==> config.mk <==
export PLATFORM = sky130hd
export DESIGN_NAME = divider_32b
export DESIGN_NICKNAME = d
export VERILOG_FILES = /design/src/rtl/divider_32b.sv
export SDC_FILE = /design/constraint.sdc
export NUM_CORES = 1
export LEC_CHECK = 0
export ABC_CLOCK_PERIOD_IN_PS = 4600
export BUFFER_PORTS_ARGS = -buffer_cell sky130_fd_sc_hd__buf_4
export CORE_MARGIN = 2
export CORE_UTILIZATION = 55
export DETAILED_ROUTE_END_ITERATION = 6
export MAX_ROUTING_LAYER = met4
export PLACE_DENSITY = 0.77
export RECOVER_POWER = 50
export SLEW_MARGIN = 5
export SYNTH_ARGS = -nofsm -noshare
export SYNTH_HDL_FRONTEND = slang
export SYNTH_SLANG_ARGS = --single-unit
==> constraint.sdc <==
create_clock -name clk -period 4.6 [get_ports clk]
set_input_delay 0.23 -clock clk [delete_from_list [all_inputs] [get_ports clk]]
set_output_delay 0.23 -clock clk [all_outputs]
set_load 0.01 [all_outputs]
==> src/rtl/divider_32b.sv <==
// Multi-cycle restoring shift-subtract divider: one trial subtraction per clock, WIDTH iterations.
// Optional signed operation is enabled by defining DIVIDER_SIGNED_EN (adds the is_signed port).
module divider_32b #(
  parameter int WIDTH = 32
) (
  input  logic             clk,
  input  logic             rst,
  input  logic             start,
  input  logic [WIDTH-1:0] dividend,
  input  logic [WIDTH-1:0] divisor,
`ifdef DIVIDER_SIGNED_EN
  input  logic             is_signed,
`endif
  output logic             busy,
  output logic             done,
  output logic [WIDTH-1:0] quotient,
  output logic [WIDTH-1:0] remainder,
  output logic             div_by_zero
);

  localparam int CW = $clog2(WIDTH + 1);

  typedef enum logic [1:0] {IDLE, RUN, DONE} state_e;

  state_e           state_q, state_d;
  logic [CW-1:0]    cnt_q, cnt_d;
  logic [WIDTH-1:0] dvsr_q, dvsr_d;
  logic [WIDTH-1:0] rem_q, rem_d;
  logic [WIDTH-1:0] wq_q, wq_d;
  logic             neg_quo_q, neg_quo_d;
  logic             neg_rem_q, neg_rem_d;
  logic             busy_q, busy_d;
  logic             done_q, done_d;
  logic [WIDTH-1:0] quotient_q, quotient_d;
  logic [WIDTH-1:0] remainder_q, remainder_d;
  logic             dbz_q, dbz_d;

  logic [WIDTH-1:0] mag_a, mag_b;
  logic             sgn_a, sgn_b;
  logic [WIDTH:0]   rem_sh, trial;
  logic [WIDTH-1:0] rem_n, wq_n;

`ifdef DIVIDER_SIGNED_EN
  always_comb begin
    sgn_a = is_signed & dividend[WIDTH-1];
    sgn_b = is_signed & divisor[WIDTH-1];
    mag_a = sgn_a ? -dividend : dividend;
    mag_b = sgn_b ? -divisor  : divisor;
  end
`else
  always_comb begin
    sgn_a = 1'b0;
    sgn_b = 1'b0;
    mag_a = dividend;
    mag_b = divisor;
  end
`endif

  // The shifted partial remainder is kept at WIDTH+1 bits so divisors with the
  // MSB set never lose the bit shifted out of rem.
  always_comb begin
    rem_sh = {rem_q, wq_q[WIDTH-1]};
    trial  = rem_sh - {1'b0, dvsr_q};
    if (!trial[WIDTH]) begin
      rem_n = trial[WIDTH-1:0];
      wq_n  = {wq_q[WIDTH-2:0], 1'b1};
    end else begin
      rem_n = rem_sh[WIDTH-1:0];
      wq_n  = {wq_q[WIDTH-2:0], 1'b0};
    end
  end

  always_comb begin
    state_d     = state_q;
    cnt_d       = cnt_q;
    dvsr_d      = dvsr_q;
    rem_d       = rem_q;
    wq_d        = wq_q;
    neg_quo_d   = neg_quo_q;
    neg_rem_d   = neg_rem_q;
    quotient_d  = quotient_q;
    remainder_d = remainder_q;
    dbz_d       = dbz_q;
    case (state_q)
      RUN: begin
        rem_d = rem_n;
        wq_d  = wq_n;
        cnt_d = cnt_q - CW'(1);
        if (cnt_q == CW'(1)) begin
          state_d     = DONE;
          quotient_d  = neg_quo_q ? -wq_n  : wq_n;
          remainder_d = neg_rem_q ? -rem_n : rem_n;
          dbz_d       = 1'b0;
        end
      end
      default: begin
        if (start) begin
          if (divisor == '0) begin
            state_d     = DONE;
            quotient_d  = '1;
            remainder_d = dividend;
            dbz_d       = 1'b1;
          end else begin
            state_d   = RUN;
            dvsr_d    = mag_b;
            wq_d      = mag_a;
            rem_d     = '0;
            cnt_d     = CW'(WIDTH);
            neg_quo_d = sgn_a ^ sgn_b;
            neg_rem_d = sgn_a;
          end
        end else begin
          state_d = IDLE;
        end
      end
    endcase
    busy_d = (state_d == RUN);
    done_d = (state_d == DONE);
  end

  always_ff @(posedge clk) begin
    if (rst) begin
      state_q     <= IDLE;
      cnt_q       <= '0;
      dvsr_q      <= '0;
      rem_q       <= '0;
      wq_q        <= '0;
      neg_quo_q   <= 1'b0;
      neg_rem_q   <= 1'b0;
      busy_q      <= 1'b0;
      done_q      <= 1'b0;
      quotient_q  <= '0;
      remainder_q <= '0;
      dbz_q       <= 1'b0;
    end else begin
      state_q     <= state_d;
      cnt_q       <= cnt_d;
      dvsr_q      <= dvsr_d;
      rem_q       <= rem_d;
      wq_q        <= wq_d;
      neg_quo_q   <= neg_quo_d;
      neg_rem_q   <= neg_rem_d;
      busy_q      <= busy_d;
      done_q      <= done_d;
      quotient_q  <= quotient_d;
      remainder_q <= remainder_d;
      dbz_q       <= dbz_d;
    end
  end

  assign busy        = busy_q;
  assign done        = done_q;
  assign quotient    = quotient_q;
  assign remainder   = remainder_q;
  assign div_by_zero = dbz_q;

endmodule

# Yosys cells after proc, flatten, opt, wreduce, memory -nomap -nowiden
# Cells that the tools add are included.
# Widths: inputs -> output; s select.
# word_totals
out_inout_bits,67
memories,0
latch_bits,0
regBits,171
word_cells,53
ram_bits,0
rom_bits,0
in_bits,67
# op_classes
n_div,0
reduce_logical,6
eq_ne,6
bitwise_logic,2
n_lt_le_gt_ge,0
muxes,27
shift,0
addsub,2
mul,0
# ops
operator,n
$mux 32,15
$sub 33x32->33,1
$logic_not 32->1,1
$mux 6,3
$mux 2,4
$eq 6x1->1 const B,1
$reduce_and 3->1,2
$sub 6x1->6 const B,1
$mux 1,5
$eq 2x1->1 const B,2
$reduce_bool 2->1,2
$eq 2x2->1 const B,1
$ne 2x1->1 const B,1
$ne 2x2->1 const B,1
$not 1->1,2
$reduce_and 2->1,1

# Depth between registers and ports, before layout
# Gate-level depths: netlist (run 1).
# depth
ltp_word,5
mapped_depth,15

# Worst setup path after synthesis (run 1)
# Ideal clock, no wire load.
# synth_path
kind,reg-to-reg
from,register wq_q[31]
to,"register remainder_q[25], in the netlist remainder[25]"
arrival_time_ns,3.038
slack_ns,1.458
setup_ns,0.103
path_buffers,2
stages_incl_launch_ff,15
period_less_slack_ns,3.142
cell_sequence,dfxtp_1 inv_1 ha_1 inv_1 fa_1 a211oi_2 o21ai_2 o211ai_2 a2111oi_4 or4b_1 buf_4 and3_1 buf_4 mux2i_1 a2111oi_2
# synth_between
elab_chain_cells,4
# synth_rtl
item,line_no,source
"start, declared",29,"logic [WIDTH-1:0] wq_q, wq_d;"
"start signal, assigned",140,wq_q <= wq_d;
$sub 33x32->33,63,"trial = rem_sh - {1'b0, dvsr_q};"
$mux 32,64,if (!trial[WIDTH]) begin
$mux 32,89,if (cnt_q == CW'(1)) begin
$mux 32,84,case (state_q)
"end signal, assigned",146,remainder_q <= remainder_d;
"end, declared",35,"logic [WIDTH-1:0] remainder_q, remainder_d;"
# No other way between the ends. The select of a mux whose other input is x is not followed.
# A chain may end at the register's enable or synchronous reset.

# Worst setup path after layout (run 1)
# layout_path
from,register state_q[1]
to,register cnt_q[4]
# layout_between
elab_chain_cells,3
word_cells_on_any_way,5
# layout_rtl
item,line_no,source
"start, declared",25,"state_e state_q, state_d;"
"start signal, assigned",136,state_q <= state_d;
$eq 2x1->1 *,84,
$ne 2x1->1 (no source line) / $reduce_bool 2->1 (equally long branches),n/a,
$reduce_and 2->1 (no source line),n/a,
"end signal, assigned",137,cnt_q <= cnt_d;
"end, declared",26,"logic [CW-1:0] cnt_q, cnt_d;"
# Every way passes the cells marked *; elsewhere a longest branch is shown, timed or not.

==> qor.csv, run 1 <==
stage,metric,value,unit
synthesis,post-synthesis cell count,1146,
run,max cap viols,2,
timing,final slew viol count,55,
final_layout,Non-Filler Instances,1463,
cts,Clock Sink Count,171,
global_routing,largest net degree at the start of global routing,91,
final_layout,ant diodes,0,
timing,Tmin final,3.97,ns
synthesis,"Top FF cell, synth",dfxtp_1,
synthesis,Async SR Flop Fraction,0,
timing,setup ws final,0.634,ns
placed_design,RD Place Congestion,0.948,
placed_design,Port Buffer Count,133,
die,Core Footprint,15800,um2
timing,Sum Neg Setup Slack,0,ns
route,final WL,25000,um
synthesis,synth warn,0,
route,Post-route DRC,0,
cts,CTS root buf,clkbuf_16,
critical_path,R2R Setup Slk,0.63,ns
power,Pint,4.18,mW
outcome,failing checks,"capacitance limit, slew limit",
route,initial drt markers,746,
global_routing,Congestion Overflow GR,0,
critical_path,FF-to-FF End,cnt_q[4],
synthesis,top-area cell type share of the netlist area,0.385,
synthesis,Area contributors post-synth,"dfxtp_1, nor2_1, a21oi_1",
die,# rows,46,
critical_path,cells on worst reg2reg path,6,
final_layout,area added between synthesis and finish,15.9,%
critical_path,critical path arrival,4.26,ns
die,I/O pin count,134,
route,First-pass DRT Iterations,5,
synthesis,"FF+latch count, synth",171,
cts,clock buffer count from CTS,17,
route,Vias/cell,5.86,
timing,RSZ-0062 raised after global routing,no,
timing,relative slew slack,-0.182,
critical_path,critical path required time,4.89,ns
power,maximum VDD drop,0.000461,V
final_layout,"Net count, final",1336,
die,Starting Density,0.562,
hold_path,Worst Hold Class,in -> reg,
synthesis,cell taking the most area after synthesis,dfxtp_1,
critical_path,Setup crit start kind,flip-flop,
synthesis,area of the mapped netlist,8890,um2
route,Final ANT Viol Nets,0,
route,met3 WL,1180,um
power,Leak,4.00,nW
timing,Worst Clk Skew,0.0122,ns
final_layout,layout cell share with drive strength beyond 1,0.112,
global_routing,global-route wire length before repair,40500,um
critical_path,Crit. End Element,flip-flop,
synthesis,Synthesized Nets,1248,
outcome,status,"complete, but fails checks",
synthesis,"Seq/Total Area, Yosys",0.385,
route,DR WL/cell,17.1,um
power,clock power share,0.187,
timing,Setup-failing EPs final,0,
cts,clk buf depth,2,
global_routing,vias in the first global route,7957,
power,Pwr Total,7.91,mW
route,wl on met1,10700,um
power,register share of total power,0.235,
power,switch share,0.472,
cts,"Clk pin slew, worst setup/hold paths",0.07,ns
critical_path,CP Launch Point,state_q[1],
critical_path,critical path peak fanout,34,
cts,Post-CTS Hold Buffers,0,
global_routing,gr usage total,0.297,
route,WL met2,12400,um
timing,fin crit share,0.862,
cts,postcts setup bufs,0,
route,total number of vias,8575,
die,Die X-Extent,131,um
cts,H-tree depth,4,
global_routing,initial antenna violation count,0,
cts,CTS tree,done,
power,Net Switching,3.73,mW
die,Die Area,17200,um2
synthesis,Syn Area/Cell,7.76,um2
placed_design,Post-Place Worst Slack,0.940,ns
timing,Slew @ Worst Pin,1.77,ns
cts,worst skew pair latency,0.44,ns
route,Top Layer Used,met4,
power,pwr dens,768,nW/um2
placed_design,placed wire-length estimate,18100,um
timing,max frequency,252,MHz
synthesis,number of synthesized flops with an enable pin,0,
die,Die Height,131,um
synthesis,distinct cell type count after synthesis,70,
power,Gate power share,0.578,
placed_design,DP Cell Count,1431,
timing,final hold vios,0,
critical_path,critical path class,reg -> reg,
critical_path,Critical R2R Launch,state_q[1],
cts,CTS resizes,0,
critical_path,critical path capture point,cnt_q[4],
==> cell usage in the layout (no fill, tap or decap), types with 4 or more instances in the layout <==
| master | n |
|---|---|
| o31ai_1 | 5 |
| nand2b_1 | 8 |
| a211oi_1 | 41 |
| inv_1 | 45 |
| buf_4 | 71 |
| o21bai_1 | 8 |
| o21ai_0 | 24 |
| a21o_1 | 17 |
| clkbuf_1 | 69 |
| clkbuf_16 | 17 |
| inv_8 | 6 |
| xor2_1 | 11 |
| inv_6 | 4 |
| a31oi_1 | 19 |
| o21a_1 | 4 |
| mux2i_1 | 7 |
| nand2_1 | 151 |
| a211oi_2 | 8 |
| xnor2_1 | 12 |
| nor3_1 | 22 |
| a21oi_1 | 115 |
| ha_1 | 34 |
| a221oi_1 | 4 |
| and3_1 | 4 |
| nand3_1 | 32 |
| mux2_1 | 5 |
| nor4_1 | 39 |
| dfxtp_1 | 171 |
| nand4_1 | 13 |
| a311oi_1 | 9 |
| nor2_1 | 186 |
| o21ai_1 | 5 |
| or3_1 | 10 |
| mux2_2 | 5 |
| and2_1 | 6 |
==> state kept, by name, summed over array words and instances (netlist names) <==
name / flops
cnt_q: 6
wq_q: 32
done: 1
state_q: 2
busy: 1
quotient: 32
div_by_zero: 1
dvsr_q: 32
rem_q: 32
remainder: 32
==> synth_stat cells, types with 6 or more instances <==
cell	instances
nand3_1	32
a21o_1	17
nand4_1	13
o21ai_0	24
a211oi_2	8
a31oi_1	20
mux2i_1	7
o21bai_1	8
ha_1	34
and2_1	6
o21ai_1	6
a311oi_1	9
nand2b_1	8
nor3_1	23
dfxtp_1	171
or3_1	10
nor4_1	39
nor2_1	186
clkbuf_1	63
xor2_1	11
nand2_1	152
xnor2_1	12
a21oi_1	115
inv_1	45
a211oi_1	41
==> layout make-up <==
cell class / instances / area, um2
Fill cell: 1509 / 5520
Multi-Input combinational cell: 857 / 5020
Sequential cell: 171 / 3420
Timing Repair Buffer: 142 / 817
Clock buffer: 18 / 439
Tap cell: 216 / 270
Inverter: 45 / 169
Clock inverter: 14 / 165
==> worst min-delay path by stage <==
stage	start	end	depth (start not counted)
floorplan	divisor[10]	dvsr_q[10]	2
finish	divisor[7]	dvsr_q[7]	3
global placement	dvsr_q[19]	dvsr_q[19]	2
detailed placement	dvsr_q[19]	dvsr_q[19]	2
global route	divisor[7]	dvsr_q[7]	3
CTS	divisor[10]	dvsr_q[10]	3
==> routing by layer <==
metal  vias to the layer above  track usage
met1                      4020        0.359
li1                       4238            -
met4                         0        0.103
met2                       264        0.501
met5                         -            -
met3                        53       0.0536
==> metrics by stage <==
step	hold slack [ns]	area (um2)	utilization
6_report	0.0257	10300	0.651
5_1_grt	0.0404	10300	0.651
4_1_cts	0.0335	10600	0.668
3_5_place_dp	0.446	9970	0.630
3_3_place_gp	0.444	9970	0.630
2_1_floorplan	0.366	8890	-
==> power by group through the flow <==
| stage | registers [mW] | clock network, mW | logic, mW |
|---|---|---|---|
| 3_3_place_gp | 1.88 | 0 | 4.46 |
| 2_1_floorplan | 1.81 | 0 | 3.73 |
| 6_report | 1.86 | 1.48 | 4.57 |
| 4_1_cts | 1.85 | 1.49 | 4.52 |
| 5_1_grt | 1.88 | 1.56 | 5.01 |
| 3_5_place_dp | 1.89 | 0 | 4.49 |
==> worst max-delay path, cell delays in order (launching register included) <==
cell and delay, ns:
dfxtp_1 0.37, nand2b_1 0.98, nand3_1 1.38, clkbuf_2 0.72
nand3_1 0.21, o21a_1 0.13, nor2_1 0.03
==> cell families (layout without fill, tap and decap cells) <==
family / Yosys count / in the layout / share of synthesized area
xor+xnor: 23 / 23 / 0.0227
flops: 171 / 171 / 0.385
simple gates: 489 / 489 / 0.245
fa+ha+maj: 35 / 35 / 0.0501
mux: 17 / 17 / 0.0205
compound gates: 293 / 293 / 0.222
buf+inv: 118 / 219 / 0.0543
No activity file was read; power rests on OpenSTA's default activity.
==> run 2, diff against run 1 <==
--- a/config.mk
+++ b/config.mk
@@ -13,6 +13,7 @@
 export MAX_ROUTING_LAYER = met4
 export PLACE_DENSITY = 0.77
 export RECOVER_POWER = 50
+export REMOVE_ABC_BUFFERS = 1
 export SLEW_MARGIN = 5
 export SYNTH_ARGS = -nofsm -noshare
 export SYNTH_HDL_FRONTEND = slang
==> constraint.sdc (replaced) <==
create_clock -name clk -period 4.6 [get_ports clk]
set_input_delay 0 -clock clk [delete_from_list [all_inputs] [get_ports clk]]
set_output_delay 0 -clock clk [all_outputs]
set_load 0.01 [all_outputs]
==> qor.csv, run 2 (synthesized netlist as in run 1, its figures left out) <==
stage,metric,value,unit,change
global_routing,global-route wire length before repair,40900,um,+1.0%
critical_path,critical path required time,4.93,ns,+0.04 ns
final_layout,layout cell share with drive strength beyond 1,0.107,,-0.00488
route,initial drt markers,812,,+8.8%
cts,clock buffer count from CTS,17,,unchanged
timing,Tmin final,3.59,ns,-0.375 ns
timing,Worst Clk Skew,0.00824,ns,-0.00393 ns
cts,CTS root buf,clkbuf_16,,
critical_path,critical path class,reg -> reg,,
timing,relative slew slack,-0.227,,-0.0450
final_layout,"Net count, final",1402,,+4.9%
global_routing,Congestion Overflow GR,0,,unchanged
critical_path,crit-path most repeated cell,inv_1,,
die,Die Height,131,um,unchanged
final_layout,"commonest non-fill, non-tap cells in the layout","nor2_1, dfxtp_1, nand2_1",,
timing,final hold vios,0,,unchanged
timing,max frequency,278,MHz,+10%
global_routing,largest net degree at the start of global routing,73,,-20%
outcome,failing checks,"capacitance limit, slew limit",,
outcome,status,"complete, but fails checks",,
final_layout,fill count,1385,,-8.2%
critical_path,Crit. End Element,flip-flop,,
route,total number of vias,8889,,+3.7%
cts,H-tree depth,4,,unchanged
route,Final ANT Viol Nets,0,,unchanged
route,First-pass DRT Iterations,6,,+1
cts,Clock Sink Count,171,,unchanged
final_layout,"most common cell after layout, fill and taps aside",nor2_1,,
cts,"Clk pin slew, worst setup/hold paths",0.07,ns,about the same
global_routing,vias in the first global route,8109,,+1.9%
timing,Slew @ Worst Pin,1.83,ns,+0.0617 ns
placed_design,DP Cell Count,1431,,unchanged
critical_path,CP max stage cell,or4b_1,,
placed_design,Port Buffer Count,133,,unchanged
final_layout,area added between synthesis and finish,22.8,%,
final_layout,Non-Filler Instances,1529,,+4.5%
timing,RSZ-0062 raised after global routing,no,,
critical_path,critical path peak fanout,22,,-35%
cts,postcts setup bufs,0,,unchanged
critical_path,Setup crit start kind,flip-flop,,
route,Post-route DRC,0,,unchanged
timing,fin crit share,0.781,,-0.0815
timing,Setup-failing EPs final,0,,unchanged
critical_path,critical path arrival,3.92,ns,-0.34 ns
die,I/O pin count,134,,unchanged
timing,final slew viol count,66,,+20%
placed_design,placed wire-length estimate,17300,um,-4.8%
critical_path,slowest cell delay on critical path,0.69,ns,-0.69 ns
cts,worst skew pair latency,0.43,ns,about the same
cts,clk buf depth,2,,unchanged
die,# rows,46,,unchanged
cts,CTS tree,done,,
die,Starting Density,0.562,,unchanged
global_routing,initial antenna violation count,0,,unchanged
run,max cap viols,2,,unchanged
die,Die Area,17200,um2,unchanged
timing,Sum Neg Setup Slack,0,ns,unchanged
critical_path,Critical R2R Launch,wq_q[31],,
critical_path,worst path cell trace,"inv_1, ha_1, inv_1, fa_1, a211oi_2, o21ai_2, o211ai_2, a2111oi_4, or4b_1, and3_1, buf_4, mux2i_1, a2111oi_2",,
hold_path,Hold Crit Start,divisor[14],,
placed_design,RD Place Congestion,0.958,,+1.0%
die,Die X-Extent,131,um,unchanged
power,pwr dens,719,nW/um2,-6.3%
global_routing,gr usage total,0.297,,about the same
hold_path,Worst Hold Class,in -> reg,,
route,DR WL/cell,16.5,um,-3.4%
route,Vias/cell,5.81,,-0.81%
power,Leak,4.25,nW,+6.1%
power,maximum VDD drop,0.000536,V,+16%
die,Core Footprint,15800,um2,unchanged
critical_path,CP Launch Point,wq_q[31],,
critical_path,R2R Setup Slk,1.01,ns,+0.37 ns
route,final WL,25200,um,+0.93%
final_layout,ant diodes,0,,unchanged
==> run 2: final cells by class <==
cell class | count | area, um2 | share of cell area
Timing Repair Buffer | 208 | 1460 | 0.134
Tap cell | 216 | 270 | 0.0247
Inverter | 45 | 169 | 0.0155
Multi-Input combinational cell | 857 | 5030 | 0.460
Clock buffer | 18 | 439 | 0.0402
Sequential cell | 171 | 3420 | 0.313
Clock inverter | 14 | 129 | 0.0118
==> run 2: per-stage QoR <==
step           setup WS, ns  hold WS [ns]  instance area (um2)  utilization  power (mW)
2_1_floorplan         0.236        0.0646                 8580            -        5.20
4_1_cts               0.991         0.357                11200        0.708        7.78
5_1_grt               0.781         0.382                10900        0.690        8.39
3_3_place_gp           1.13         0.260                 9970        0.630        6.30
3_5_place_dp           1.04         0.266                 9970        0.630        6.30
6_report               1.01         0.378                10900        0.690        7.86
==> run 2: worst paths after layout <==
path                         to  depth (start not counted)
hold / removal       dvsr_q[14]                          4
hold reg to reg      dvsr_q[25]                          2
setup reg to reg  remainder[25]                         13
setup / recovery  remainder[25]                         13
==> run 2: timing repair <==
item	CTS	global route
gates resized for setup	0	0
endpoints found under the hold margin	91	0
setup endpoints to repair	0	0
hold buffers	66	0
==> run 2: per-layer routing <==
layer,track usage,vias to the layer above,part of all wire
li1,-,4369,-
met1,0.439,4141,0.49
met2,0.416,338,0.42
met3,0.0428,41,0.072
met4,0.0960,0,0.017
met5,-,-,0
==> run 2: power by group <==
| group | leakage [nW] | switching, mW | internal, mW |
|---|---|---|---|
| combinational | 2.58 | 2.85 | 1.75 |
| sequential | 1.40 | 0.197 | 1.67 |
| clock | 0.269 | 0.662 | 0.728 |
| total | 4.25 | 3.71 | 4.15 |
==> run 2: critical path, delay by kind of cell, from the launching register on <==
kind	cells	cell delay (ns)
AOI/OAI and AO/OA	5	1.16
and+or+nand+nor	2	0.89
adders and majority gates	2	0.58
buffers and inverters	3	0.34
DFF	1	0.32
muxes	1	0.18
